$ cat src/rtl/wb_port_arbiter_pkg.sv
// Shared definitions for the write-back port arbiter: source indices, the
// queued entry layout and the IX write bundle it feeds.
package wb_port_arbiter_pkg;

  localparam int WB_NUM_SRC    = 4;
  localparam int WB_REG_WIDTH  = 5;
  localparam int WB_DATA_WIDTH = 32;

  localparam logic [1:0] WB_SRC_ALU = 2'd0;
  localparam logic [1:0] WB_SRC_LSD = 2'd1;
  localparam logic [1:0] WB_SRC_MUL = 2'd2;
  localparam logic [1:0] WB_SRC_DIV = 2'd3;

  typedef struct packed {
    logic [WB_REG_WIDTH-1:0]  rd;
    logic [WB_DATA_WIDTH-1:0] data;
  } wb_port_entry_t;

  typedef struct packed {
    logic                     wr_en;
    logic [WB_REG_WIDTH-1:0]  rd;
    logic [WB_DATA_WIDTH-1:0] wr_data;
  } wb_ix_inf_t;

  function automatic wb_ix_inf_t pack_wb_ix(logic wr_en, wb_port_entry_t e);
    wb_ix_inf_t b;
    b.wr_en   = wr_en;
    b.rd      = e.rd;
    b.wr_data = e.data;
    return b;
  endfunction

endpackage

$ cat src/rtl/wb_port_arbiter_if.sv
// Completion-source handshakes and the registered write bundle towards IX.
interface wb_port_arbiter_if
  import wb_port_arbiter_pkg::*;
#(
  parameter int NUM_SRC    = WB_NUM_SRC,
  parameter int REG_WIDTH  = WB_REG_WIDTH,
  parameter int DATA_WIDTH = WB_DATA_WIDTH
);
  localparam int SRC_W = $clog2(NUM_SRC);

  logic [NUM_SRC-1:0]                 src_valid;
  logic [NUM_SRC-1:0]                 src_ready;
  logic [NUM_SRC-1:0]                 src_wr_en;
  logic [NUM_SRC-1:0][REG_WIDTH-1:0]  src_rd;
  logic [NUM_SRC-1:0][DATA_WIDTH-1:0] src_data;

  logic                  wb_wr_en;
  logic [REG_WIDTH-1:0]  wb_rd;
  logic [DATA_WIDTH-1:0] wb_wr_data;
  logic [SRC_W-1:0]      wb_src;
  logic                  wb_idle;

  modport master (
    output src_valid, src_wr_en, src_rd, src_data,
    input  src_ready, wb_wr_en, wb_rd, wb_wr_data, wb_src, wb_idle
  );

  modport slave (
    input  src_valid, src_wr_en, src_rd, src_data,
    output src_ready, wb_wr_en, wb_rd, wb_wr_data, wb_src, wb_idle
  );

endinterface

$ cat src/rtl/wb_port_arbiter_fifo.sv
// Per-source completion FIFO. The caller never pushes when full nor pops
// when empty; DEPTH must be a power of two so the pointers wrap naturally.
module wb_src_fifo
  import wb_port_arbiter_pkg::*;
#(
  parameter int  DEPTH   = 2,
  parameter type entry_t = wb_port_entry_t,
  localparam int PTR_W   = $clog2(DEPTH),
  localparam int CNT_W   = $clog2(DEPTH + 1)
) (
  input  logic             clk,
  input  logic             rst,
  input  logic             push,
  input  entry_t           push_entry,
  input  logic             pop,
  output entry_t           head,
  output logic [CNT_W-1:0] count
);

  entry_t           mem [DEPTH];
  logic [PTR_W-1:0] wr_ptr;
  logic [PTR_W-1:0] rd_ptr;

  // NOTE: storage has no reset; count gates every read, so stale contents are never observed.
  always_ff @(posedge clk) begin
    if (push) mem[wr_ptr] <= push_entry;
  end

  // NOTE: state registers use non-blocking assignments so every flop samples pre-edge values.
  always_ff @(posedge clk or negedge rst) begin
    if (!rst) begin
      wr_ptr <= '0;
      rd_ptr <= '0;
      count  <= '0;
    end else begin
      if (push) wr_ptr <= wr_ptr + 1'b1;
      if (pop)  rd_ptr <= rd_ptr + 1'b1;
      case ({push, pop})
        2'b10:   count <= count + 1'b1;
        2'b01:   count <= count - 1'b1;
        default: count <= count;
      endcase
    end
  end

  assign head = mem[rd_ptr];

endmodule

$ cat src/rtl/wb_port_arbiter.sv
// Round-robin sharing of the register-file write port between the ALU, LSD,
// MUL and DIV completion streams, each buffered by its own small FIFO.
module wb_port_arbiter
  import wb_port_arbiter_pkg::*;
#(
  parameter int NUM_SRC    = WB_NUM_SRC,
  parameter int REG_WIDTH  = WB_REG_WIDTH,
  parameter int DATA_WIDTH = WB_DATA_WIDTH,
  parameter int DEPTH      = 2
) (
  input  logic                clk,
  input  logic                rst,
  wb_port_arbiter_if.slave    bus
);

  localparam int SRC_W = $clog2(NUM_SRC);
  localparam int CNT_W = $clog2(DEPTH + 1);
  localparam logic [CNT_W-1:0] FULL = CNT_W'(DEPTH);

  typedef struct packed {
    logic [REG_WIDTH-1:0]  rd;
    logic [DATA_WIDTH-1:0] data;
  } entry_t;

  entry_t             push_entry [NUM_SRC];
  entry_t             head       [NUM_SRC];
  logic [CNT_W-1:0]   count      [NUM_SRC];
  logic [NUM_SRC-1:0] src_ready;
  logic [NUM_SRC-1:0] push;
  logic [NUM_SRC-1:0] pop;
  logic [NUM_SRC-1:0] req;

  logic [SRC_W-1:0]      rr_ptr;
  logic [SRC_W-1:0]      grant_idx;
  logic                  grant_vld;
  logic                  wb_wr_en_q;
  logic [REG_WIDTH-1:0]  wb_rd_q;
  logic [DATA_WIDTH-1:0] wb_data_q;
  logic [SRC_W-1:0]      wb_src_q;

  function automatic logic [SRC_W-1:0] rr_index(logic [SRC_W-1:0] base, int k);
    int s;
    s = int'(base) + k;
    if (s >= NUM_SRC) s = s - NUM_SRC;
    return s[SRC_W-1:0];
  endfunction

  for (genvar gi = 0; gi < NUM_SRC; gi++) begin : g_src
    // Ready looks only at the registered count, so a full FIFO stays closed
    // even in the cycle it is being drained.
    assign src_ready[gi] = rst && (count[gi] != FULL);
    // Completions without a real register write are accepted and dropped.
    assign push[gi] = bus.src_valid[gi] && src_ready[gi] && bus.src_wr_en[gi]
                      && (bus.src_rd[gi] != '0);
    assign push_entry[gi] = '{rd: bus.src_rd[gi], data: bus.src_data[gi]};
    assign req[gi] = (count[gi] != '0);
    assign pop[gi] = grant_vld && (grant_idx == SRC_W'(gi));

    wb_src_fifo #(
      .DEPTH   (DEPTH),
      .entry_t (entry_t)
    ) u_fifo (
      .clk        (clk),
      .rst        (rst),
      .push       (push[gi]),
      .push_entry (push_entry[gi]),
      .pop        (pop[gi]),
      .head       (head[gi]),
      .count      (count[gi])
    );
  end

  // Scan from the farthest candidate back to rr_ptr so the last hit wins,
  // which is the first requester at or after rr_ptr.
  always_comb begin
    // NOTE: defaults first so every path assigns the grant and no latch is inferred.
    grant_vld = 1'b0;
    grant_idx = '0;
    for (int k = NUM_SRC - 1; k >= 0; k--) begin
      if (req[rr_index(rr_ptr, k)]) begin
        grant_vld = 1'b1;
        grant_idx = rr_index(rr_ptr, k);
      end
    end
  end

  always_ff @(posedge clk or negedge rst) begin
    if (!rst) begin
      rr_ptr     <= '0;
      wb_wr_en_q <= 1'b0;
      wb_rd_q    <= '0;
      wb_data_q  <= '0;
      wb_src_q   <= '0;
    end else begin
      wb_wr_en_q <= grant_vld;
      if (grant_vld) begin
        rr_ptr    <= rr_index(grant_idx, 1);
        wb_rd_q   <= head[grant_idx].rd;
        wb_data_q <= head[grant_idx].data;
        wb_src_q  <= grant_idx;
      end else begin
        wb_rd_q   <= '0;
        wb_data_q <= '0;
        wb_src_q  <= '0;
      end
    end
  end

  assign bus.src_ready  = src_ready;
  assign bus.wb_wr_en   = wb_wr_en_q;
  assign bus.wb_rd      = wb_rd_q;
  assign bus.wb_wr_data = wb_data_q;
  assign bus.wb_src     = wb_src_q;
  assign bus.wb_idle    = (req == '0) && !wb_wr_en_q;

endmodule

$ cat src/flat_wrapper.sv
// flat-port wrapper written by rule: the top's interface ports become plain ports
module wb_port_arbiter_flat import wb_port_arbiter_pkg::*;
#(
  parameter int NUM_SRC    = WB_NUM_SRC,
  parameter int REG_WIDTH  = WB_REG_WIDTH,
  parameter int DATA_WIDTH = WB_DATA_WIDTH,
  parameter int DEPTH      = 2
)
  (clk, rst, bus_src_valid, bus_src_wr_en, bus_src_rd, bus_src_data, bus_src_ready, bus_wb_wr_en, bus_wb_rd, bus_wb_wr_data, bus_wb_src, bus_wb_idle);
  wb_port_arbiter_if #(.NUM_SRC(NUM_SRC), .REG_WIDTH(REG_WIDTH), .DATA_WIDTH(DATA_WIDTH)) bus_i ();
  input  logic clk;
  input  logic rst;
  input wire logic [$bits(bus_i.src_valid)-1:0] bus_src_valid;
  input wire logic [$bits(bus_i.src_wr_en)-1:0] bus_src_wr_en;
  input wire logic [$bits(bus_i.src_rd)-1:0] bus_src_rd;
  input wire logic [$bits(bus_i.src_data)-1:0] bus_src_data;
  output wire logic [$bits(bus_i.src_ready)-1:0] bus_src_ready;
  output wire logic [$bits(bus_i.wb_wr_en)-1:0] bus_wb_wr_en;
  output wire logic [$bits(bus_i.wb_rd)-1:0] bus_wb_rd;
  output wire logic [$bits(bus_i.wb_wr_data)-1:0] bus_wb_wr_data;
  output wire logic [$bits(bus_i.wb_src)-1:0] bus_wb_src;
  output wire logic [$bits(bus_i.wb_idle)-1:0] bus_wb_idle;
  assign bus_i.src_valid = bus_src_valid;
  assign bus_i.src_wr_en = bus_src_wr_en;
  assign bus_i.src_rd = bus_src_rd;
  assign bus_i.src_data = bus_src_data;
  assign bus_src_ready = bus_i.src_ready;
  assign bus_wb_wr_en = bus_i.wb_wr_en;
  assign bus_wb_rd = bus_i.wb_rd;
  assign bus_wb_wr_data = bus_i.wb_wr_data;
  assign bus_wb_src = bus_i.wb_src;
  assign bus_wb_idle = bus_i.wb_idle;
  wb_port_arbiter #(.NUM_SRC(NUM_SRC), .REG_WIDTH(REG_WIDTH), .DATA_WIDTH(DATA_WIDTH), .DEPTH(DEPTH)) u_core (.clk(clk), .rst(rst), .bus(bus_i));
endmodule
$ cat config.mk
export PLATFORM = sky130hd
export DESIGN_NAME = wb_port_arbiter_flat
export DESIGN_NICKNAME = d
export VERILOG_FILES = /design/src/rtl/wb_port_arbiter_pkg.sv /design/src/rtl/wb_port_arbiter_if.sv /design/src/rtl/wb_port_arbiter_fifo.sv /design/src/rtl/wb_port_arbiter.sv /design/src/flat_wrapper.sv
export SDC_FILE = /design/constraint.sdc
export NUM_CORES = 1
export LEC_CHECK = 0
export ABC_AREA = 1
export CAP_MARGIN = 30
export CORE_UTILIZATION = 59
export DETAILED_ROUTE_END_ITERATION = 8
export GPL_ROUTABILITY_DRIVEN = 0
export MAX_ROUTING_LAYER = met4
export PLACE_DENSITY_LB_ADDON = 0.05
export RECOVER_POWER = 100
export SETUP_SLACK_MARGIN = 0.3
export SLEW_MARGIN = 20
export SYNTH_ARGS = -nofsm -noshare
export SYNTH_HDL_FRONTEND = slang
export SYNTH_HIERARCHICAL = 1
export SYNTH_SLANG_ARGS = --single-unit
$ cat constraint.sdc
create_clock -name clk -period 5.64 [get_ports clk]
set_clock_uncertainty 0.1 [all_clocks]
set_input_delay 1.128 -clock clk [delete_from_list [all_inputs] [get_ports clk]]
set_output_delay 1.128 -clock clk [all_outputs]
set_load 0.02 [all_outputs]
* Word-level counts from Yosys, hierarchy flattened
Memories as Yosys holds them, arrays and structs flattened. Cells that the tools add are included.
Word-level totals: flip-flop bits (word level) 58, bits in writable memories 296, input bits 158, output and inout port bits 45, word-level logic and storage cells 147, memories kept 4
Operators by class: $add $sub $neg 25, $lt $le $gt $ge 10, equality and inequality tests 15, multiplexer cells 39, bitwise logic cells 1, reductions and logical operators 36
Memories:
- u_core.g_src[0].u_fifo.mem | words 2, bits a word 37, rd ports 1, clocked after Yosys merged registers in 0, write ports 1, RTL line wb_port_arbiter_fifo.sv:20 | entry_t mem [DEPTH];
- u_core.g_src[1].u_fifo.mem | words 2, bits a word 37, rd ports 1, clocked after Yosys merged registers in 0, write ports 1, RTL line wb_port_arbiter_fifo.sv:20
- u_core.g_src[2].u_fifo.mem | words 2, bits a word 37, rd ports 1, clocked after Yosys merged registers in 0, write ports 1, RTL line wb_port_arbiter_fifo.sv:20
- u_core.g_src[3].u_fifo.mem | words 2, bits a word 37, rd ports 1, clocked after Yosys merged registers in 0, write ports 1, RTL line wb_port_arbiter_fifo.sv:20
Operators with widths (count):
- 37-bit binary-select mux with 2-bit select | 1
- 37-bit two-way mux | 2
- 32-bit two-way mux | 1
- 1-bit logical AND | 21
- 2-bit two-way mux | 10
- 5-bit nonzero test | 4
- 2-bit by 1-bit subtractor with 2-bit output, second input constant | 9
- 1-bit two-way mux | 16
- 2-bit case mux with 2 select lines | 4
- 2-bit nonzero test | 8
- 3-bit greater-or-equal comparator, second input constant | 5
- 2-bit equality test, second input constant | 6
- 2-bit by 3-bit less-than comparator with 1-bit output, second input constant | 4
- 2-bit by 1-bit equality test with 1-bit output, second input constant | 5
- 1-bit adder, second input constant | 8
- 2-bit by 1-bit adder with 2-bit output, second input constant | 4
- 1-bit binary-select mux with 2-bit select | 4
- 2-bit != test, second input constant | 4
- 2-bit by 1-bit adder with 3-bit output, second input constant | 2
- 2-bit by 2-bit adder with 3-bit output, second input constant | 2
- 5-bit two-way mux | 1
- 4-bit logical NOT | 1
- 2-bit by 3-bit greater-or-equal comparator with 1-bit output, second input constant | 1
- 2-bit NOT with 3-bit output | 1
- 2 further kinds | 2

* Logic depth before layout (Yosys ltp)
Gate-level depths: netlist of run 1.
word-level depth 14, depth in mapped cells 21, depth with buffers taken out 19

* Cells and area by module
Netlist of run 1, hierarchy kept.
Modules (own cells, without submodules):
- wb_src_fifo | instances 4, cells an instance 215, area an instance 2951.6 um^2, seq. area each 2322.2 um^2
- wb_port_arbiter | instances 1, cells an instance 541, area an instance 3424.5 um^2, seq. area each 1051.0 um^2

* Least setup slack after synthesis of run 1
No wires, ideal clock.
kind input to register, start point input rst, end point memory u_core/g_src[0].u_fifo/mem[0][0] (netlist bit) (enable), setup time 0.431 ns, data arrival time 3.568 ns, required time 5.109 ns, setup slack 1.541 ns, stages 6, buffers on the path 0, cells stage by stage inv_1 -> a21oi_1 -> nand3_1 -> a21oi_1 -> inv_1 -> nor2_1
Between the ends: cells in the longest elaborated chain, start to end 6
RTL lines:
- start, declared | RTL line flat_wrapper.sv:12 | input logic rst;
- 1-bit logical AND | RTL line wb_port_arbiter.sv:51 | assign src_ready[gi] = rst && (count[gi] != FULL);
- via bus_src_ready[0] | RTL line flat_wrapper.sv:17 | output wire logic [$bits(bus_i.src_ready)-1:0] bus_src_ready;
- 1-bit logical AND (2 in a row) | RTL line wb_port_arbiter.sv:53 | assign push[gi] = bus.src_valid[gi] && src_ready[gi] && bus.src_wr_en[gi]
- 1-bit logical AND | RTL line wb_port_arbiter.sv:54 | && (bus.src_rd[gi] != '0);
- via u_core.push[0] | RTL line wb_port_arbiter.sv:29 | logic [NUM_SRC-1:0] push;
- 1-bit two-way mux | RTL line wb_port_arbiter_fifo.sv:26 | if (push) mem[wr_ptr] <= push_entry;
- 1-bit two-way mux (implied by the code) | RTL line wb_port_arbiter_fifo.sv:26
- end, declared | RTL line wb_port_arbiter_fifo.sv:20
The timed path passes the listed nets, and every way through them passes these cells.

* Worst setup path in the final report of run 1
start point input bus_src_rd[7], end point memory u_core/g_src[1].u_fifo/mem[0][1] (netlist bit) (enable)
Between the ends: cells in the longest elaborated chain, start to end 4
RTL lines:
- start, declared | RTL line flat_wrapper.sv:15 | input wire logic [$bits(bus_i.src_rd)-1:0] bus_src_rd;
- 5-bit nonzero test | RTL line wb_port_arbiter.sv:54
- 1-bit logical AND | RTL line wb_port_arbiter.sv:54
- via u_core.push[1] | RTL line wb_port_arbiter.sv:29
- 1-bit two-way mux | RTL line wb_port_arbiter_fifo.sv:26
- 1-bit two-way mux (implied by the code) | RTL line wb_port_arbiter_fifo.sv:26
- end, declared | RTL line wb_port_arbiter_fifo.sv:20
The timed path passes the listed nets, and every way through them passes these cells.

==> results of run 1 <==
state kept, by name (all words and copies together) (netlist names):
register	count
u_core/bus.wb_wr_en	1
u_core/g_src.u_fifo/count	8
u_core/g_src.u_fifo/wr_ptr	4
u_core/bus.wb_wr_data	32
u_core/rr_ptr	2
u_core/bus.wb_src	2
u_core/bus.wb_rd	5
u_core/g_src.u_fifo/mem	296
u_core/g_src.u_fifo/rd_ptr	4
worst reg2reg max path, delay by kind of cell, from the launching register on:
kind                     cells  cell delay (ns)
buffers and inverters        3             1.50
flip-flops                   1             0.46
AND/OR/NAND/NOR              9             1.00
adder cells (fa/ha/maj)      2             0.64
AO/OA/AOI/OAI                1             0.19
metal layers:
layer  vias to the layer above  GRT usage [%]  wire [µm]
li1                       4953              -          -
met1                      4828           41.0      15400
met2                       482           41.0      16000
met3                        85           6.42       3410
met4                         0           10.6       1260
met5                         -              -          0
area by class of cell:
| cell class | instances | area, µm² | area share (%) |
|---|---|---|---|
| antenna | 2 | 5.00 | 0.0271 |
| clock buffer | 46 | 980 | 5.30 |
| clock inverter | 19 | 168 | 0.907 |
| inverter | 296 | 1110 | 6.03 |
| multi-input combinational | 682 | 3260 | 17.7 |
| sequential | 354 | 10300 | 56.0 |
| tap | 330 | 413 | 2.23 |
| timing repair buffer | 221 | 2190 | 11.9 |
layout by cell type (no fill, tap or decap), drive strengths merged, types with 3 or more instances in the layout:
master	instances
xnor2	4
clkinv	15
dlygate4sd3	195
clkbuf	56
nand4	5
o21ai	150
nand3b	37
nor2	23
inv	297
edfxtp	296
nand2	272
nand3	122
nor3	4
ha	8
buf	10
bufinv	3
clkdlybuf4s50	6
xor2	8
dfrtp	58
a21oi	47
power by group:
part / internal [mW] / leakage, nW / switching, mW / total, mW
combinational: 1.56 / 3.84 / 3.16 / 4.72
clock: 1.37 / 0.566 / 0.946 / 2.31
sequential: 3.27 / 3.37 / 0.304 / 3.58
total: 6.20 / 7.78 / 4.41 / 10.6
final timing paths:
kind,endpoint,slack [ns]
hold reg to reg,u_core/g_src[2].u_fifo/wr_ptr$_DFFE_PN0P_,0.40
min in group asynchronous,u_core/g_src[3].u_fifo/count[1]$_DFFE_PN0P_,0.68
setup reg to reg,u_core/g_src[3].u_fifo/count[1]$_DFFE_PN0P_,1.64
hold / removal,u_core/g_src[2].u_fifo/wr_ptr$_DFFE_PN0P_,0.40
setup / recovery,u_core/g_src[1].u_fifo/mem[0][1]$_DFFE_PP_,1.30
max in group asynchronous,u_core/g_src[2].u_fifo/rd_ptr$_DFFE_PN0P_,4.17
through the flow:
step / setup slack, ns / instances / hold WS, ns / instance area, µm²
5_1_grt: 1.04 / 1949 / 0.418 / 18500
3_5_place_dp: 2.06 / 1883 / 0.419 / 17500
6_report: 1.30 / 1950 / 0.404 / 18500
3_3_place_gp: 2.11 / 1876 / 0.412 / 17300
4_1_cts: 2.16 / 1948 / 0.433 / 18600
2_1_floorplan: 1.54 / 1401 / 0.363 / 15200
cells by family after synthesis:
kind of cell | Yosys count | synth area share [%]
adders and majority gates | 8 | 0.657
and+or+nand+nor | 463 | 13.6
xor gates and xnor gates | 12 | 0.690
DFF | 354 | 67.9
buffers and inverters | 365 | 10.6
AOI/OAI and AO/OA | 199 | 6.60
==> impl_metrics.json, run 1 <==
{
  "status": "complete, but fails checks",
  "violations": "max-capacitance violations, max-slew violations",
  "cts_made_buffers": 36,
  "dp_hpwl_um": 25300,
  "worstSetupPathType": "input port to register",
  "p_per_area_mw_per_mm2": 574,
  "crit_start": "bus_src_rd[7]",
  "rsz0062_at_grt": "false",
  "cp_cell_sequence": "dlygate4sd3_1 > nor3_1 > a21oi_1 > inv_1 > nor2_1 > clkbuf_1",
  "hp-start": "u_core/g_src[2].u_fifo/wr_ptr$_DFFE_PN0P_",
  "grt_pass1_vias": 9657,
  "endpoint_kind": "register",
  "wirelength_um": 36100,
  "overflow": 0,
  "period_needed_ns": 4.34,
  "worstPathArrival_ns": 4.38,
  "clkTransAtPathRegs_ns": 0.06,
  "drv_slew": 354,
  "first_iter_violations": 900,
  "path_max_fanout": 21,
  "nNetsFinal": 1757,
  "port_buffers": 202,
  "yosysSeqAreaShare_pct": 67.9,
  "fillCellCount": 1750,
  "drcViolationCount": 0,
  "total_power_mw": 10.6,
  "p_leak_nw": 7.78,
  "wl_per_cell_um": 18.5,
  "critPathTopFamily": "buffers and inverters",
  "cts_tree": "built",
  "cts.sinks": 354,
  "synth.cell_area_mm2": 0.0152,
  "antenna_found_initial": 1,
  "dieArea_mm2": 0.0265,
  "yosysTopAreaCell": "edfxtp_1",
  "synth_ff_type": "edfxtp_1",
  "yosys-top-cells-count": "edfxtp_1 (296), inv_1 (293), nand2_1 (268)",
  "dr.pass1.iters": 5,
  "drive_gt1_share_pct": 4.39,
  "critical_path_depth": 6,
  "vias": 10348,
  "die_y_um": 163,
  "timing.rr.start": "u_core/g_src[0].u_fifo/count[0]$_DFFE_PN0P_",
  "ys_top_cells_by_area": "edfxtp_1 (58%), dfrtp_1 (9.5%), inv_1 (7.2%)",
  "cts_buffer_depth": 3,
  "grt_max_degree": 77,
  "vdd_drop_max_mv": 0.525,
  "synth.avg_cell_area_um2": 10.9,
  "yosys.cell_count.top_type": "edfxtp_1",
  "grt_pass1_wl_um": 54300,
  "num_rows": 58,
  "post-cts-setup-buffer-count": 0,
  "mappedNetlistNets": 1567,
  "ios": 203,
  "required_ns": 5.67,
  "slew_headroom_pct": -58.4,
  "hold_path_depth": 1,
  "post_cts_resized": 0,
  "ant_nets": 0,
  "synth-async-reset-ratio_pct": 16.4,
  "coreArea_mm2": 0.0253,
  "fmax_mhz": 230,
  "worst_pin_slew_ns": 2.38,
  "syn_inst": 1401,
  "finalSetupTns_ns": 0,
  "critPathMaxStageDelay_ns": 1.31,
  "holdBufCountCts": 0,
  "synth-seq-cells": 354,
  "hp-class": "register to register",
  "path_buf_inv": 3,
  "groute.usage.overall_pct": 28.8,
  "fp.dieW_um": 163,
  "clk-insertion-delay-late_ns": 0.53,
  "clockRootBuffer": "clkbuf_16",
  "reg2reg_depth": 15,
  "setup_viol": 0,
  "report.final.hold_viol_count": 0,
  "yosysTopAreaCellShare_pct": 58.4,
  "max-cap-violations": 8,
  "ys_warn_count": 6,
  "area_delta_synth_final_pct": 21.3,
  "synth.distinct_cells": 27,
  "h-tree-depth": 2,
  "period_share_pct": 77.0,
  "final_util_pct": 73.2,
  "start_kind": "input port",
  "synth-edff-count": 296,
  "vias_per_cell": 5.31,
  "slowest_stage": "nor2_1",
  "start_util_pct": 60.3
}
No activity file was read; power rests on OpenSTA's default activity.
==> run 2, diff against run 1 <==
--- a/config.mk
+++ b/config.mk
@@ -7,7 +7,7 @@
 export LEC_CHECK = 0
 export ABC_AREA = 1
 export CAP_MARGIN = 30
-export CORE_UTILIZATION = 59
+export CORE_UTILIZATION = 50
 export DETAILED_ROUTE_END_ITERATION = 8
 export GPL_ROUTABILITY_DRIVEN = 0
 export MAX_ROUTING_LAYER = met4
==> constraint.sdc (replaced) <==
create_clock -name clk -period 3.7 [get_ports clk]
set_clock_uncertainty 0.1 [all_clocks]
set_input_delay 0.74 -clock clk [delete_from_list [all_inputs] [get_ports clk]]
set_output_delay 0.74 -clock clk [all_outputs]
set_load 0.02 [all_outputs]
==> run 2 against run 1 <==
Net effect: the run still ends with max-capacitance violations, max-slew violations left; critical path depth did not move; worst setup slack got worse by 0.91 ns; final cell count grew 3.4%; via count down 2.1%; utilization down 11 points; critical path type unchanged; largest power group unchanged.
==> impl_metrics.json, run 2 (synthesis results as in run 1) <==
{
  "multi_input_area_mm2": 0.00327,
  "clkTransAtPathRegs_ns": 0.06,
  "cts.sinks": 354,
  "drv_slew": 76,
  "wl_per_cell_um": 18.7,
  "holdBufCountCts": 0,
  "final_common_cell": "edfxtp_1",
  "nNetsFinal": 1763,
  "p_per_area_mw_per_mm2": 879,
  "grt_pass1_vias": 9574,
  "critPathMaxStageDelay_ns": 1.28,
  "top_register": "u_core/g_src.u_fifo/mem",
  "r2r-end": "u_core/g_src[1].u_fifo/mem[0][13]$_DFFE_PP_",
  "worstSetupPathType": "input port to register",
  "drive_gt1_share_pct": 5.41,
  "max-cap-violations": 2,
  "clockRootBuffer": "clkbuf_16",
  "groute.usage.overall_pct": 25.4,
  "endpoint_kind": "register",
  "die_y_um": 177,
  "cts_made_buffers": 38,
  "port_buffers": 202,
  "cts_tree": "built",
  "vias_per_cell": 5.02,
  "fp.dieW_um": 177,
  "layout.cells.most_common_list": "edfxtp_1 (296), inv_1 (293), nand2_1 (272)",
  "critical_path_depth": 6,
  "worstPathArrival_ns": 3.43,
  "period_share_pct": 89.5,
  "dr.pass1.iters": 6,
  "fillCellCount": 2447,
  "worst_pin_slew_ns": 1.71,
  "p_sw_mw": 6.92,
  "dieArea_mm2": 0.0312,
  "largest_reg_flops": 296,
  "combPwrFrac_pct": 44.4,
  "post_cts_resized": 0,
  "period_needed_ns": 3.31,
  "violations": "max-capacitance violations, max-slew violations",
  "seqPwrFrac_pct": 33.6,
  "num_rows": 63,
  "required_ns": 3.82,
  "vdd_drop_max_mv": 0.711,
  "overflow": 0,
  "setup_viol": 0,
  "total_power_mw": 16.4,
  "cts_buffer_depth": 3,
  "slew_headroom_pct": -14.3,
  "h-tree-depth": 2,
  "cp_cell_sequence": "dlygate4sd3_1 > nor3_1 > a21oi_1 > inv_1 > nor2_1 > buf_4",
  "coreArea_mm2": 0.0298,
  "drcViolationCount": 0,
  "crit_start": "bus_src_rd[8]",
  "reg2reg_setup_slack_ns": 0.54,
  "status": "complete, but fails checks",
  "clk-insertion-delay-late_ns": 0.53,
  "ant_nets": 0,
  "seqCellArea_mm2": 0.0103,
  "area_delta_synth_final_pct": 22.3,
  "instances_no_fill": 2017,
  "vias": 10129,
  "hp-class": "register to register",
  "p_clk_share_pct": 22.0,
  "post-cts-setup-buffer-count": 0,
  "antenna_found_initial": 1,
  "slowest_stage": "nor2_1",
  "timing.rr.start": "u_core/g_src[1].u_fifo/count[0]$_DFFE_PN0P_",
  "first_iter_violations": 1037,
  "start_util_pct": 51.1,
  "reg2reg_depth": 7,
  "ios": 203,
  "final_util_pct": 62.5,
  "path_max_fanout": 17,
  "fmax_mhz": 302,
  "critPathTopFamily": "simple AND/OR/NAND/NOR gates",
  "swShare_pct": 42.2,
  "dp_hpwl_um": 26600,
  "internal-power_mw": 9.46,
  "report.final.hold_viol_count": 0,
  "grt_pass1_wl_um": 56300,
  "finalSetupTns_ns": 0,
  "grt_max_degree": 77,
  "dp_cells": 1946,
  "path_buf_inv": 3,
  "crit_end": "u_core/g_src[1].u_fifo/mem[0][13]$_DFFE_PP_",
  "start_kind": "input port",
  "rsz0062_at_grt": "false",
  "wirelength_um": 37700,
  "p_leak_nw": 7.85
}
run 2: changes by cell type in the layout (fill, tap and decap cells not counted), moves of 4 or more:
cell	change
clkbuf_2	+7
clkbuf_16	+5
clkbuf_1	-4
clkinv_1	-5
clkinv_2	+6
run 2: stage by stage:
step | hold slack (ns) | setup slack [ns] | cell area (µm²)
floorplan | 0.344 | 0.598 | 15200
global placement | 0.413 | 0.786 | 17500
detailed placement | 0.417 | 0.773 | 17500
CTS | 0.331 | 0.563 | 18700
global route | 0.409 | 0.244 | 18600
finish | 0.397 | 0.388 | 18600
run 2: how the worst min path moves through the flow:
stage                                                     start                                           to  slack, ns  depth (start not counted)
finish                u_core/g_src[1].u_fifo/wr_ptr$_DFFE_PN0P_    u_core/g_src[1].u_fifo/wr_ptr$_DFFE_PN0P_       0.40                          1
floorplan                                                   rst                u_core/bus.wb_rd[0]$_DFF_PN0_       0.34                          0
CTS                                                         rst  u_core/g_src[1].u_fifo/count[1]$_DFFE_PN0P_       0.33                          2
global placement    u_core/g_src[1].u_fifo/count[1]$_DFFE_PN0P_  u_core/g_src[1].u_fifo/count[1]$_DFFE_PN0P_       0.41                          2
global route          u_core/g_src[1].u_fifo/wr_ptr$_DFFE_PN0P_    u_core/g_src[1].u_fifo/wr_ptr$_DFFE_PN0P_       0.41                          1
detailed placement  u_core/g_src[1].u_fifo/count[1]$_DFFE_PN0P_  u_core/g_src[1].u_fifo/count[1]$_DFFE_PN0P_       0.42                          2
run 2: final cells by class:
cell class / count / area share [%]
inverters: 296 / 5.98
diodes: 1 / 0.0134
multi-input cells: 682 / 17.6
repair buffers: 225 / 11.9
clock buffers: 54 / 6.05
clock inverters: 15 / 0.383
well taps: 390 / 2.62
flip-flops and latches: 354 / 55.5
run 2: routing by layer:
metal | up-vias | global-route usage [%] | part of all wire, %
li1 | 4963 | - | -
met1 | 4758 | 38.2 | 47
met2 | 358 | 35.8 | 44
met3 | 50 | 3.60 | 7.1
met4 | 0 | 7.51 | 2.5
met5 | - | - | 0
run 2: worst reg2reg max path, stage by stage (launching register included):
cell and delay [ns]:
dfrtp_1 0.42, inv_1 0.06, a21oi_1 0.16, nand3_1 0.10, a21oi_1 0.25, inv_1 0.11
nor2_1 1.28, buf_4 0.37
run 2: power by group through the flow:
stage	Combinational [mW]	Clock, mW	Sequential, mW
6_report	7.28	3.60	5.50
5_1_grt	7.94	3.85	5.57
4_1_cts	7.38	3.67	5.59
3_5_place_dp	7.35	0	5.67
3_3_place_gp	7.29	0	5.65
2_1_floorplan	4.87	0	5.52
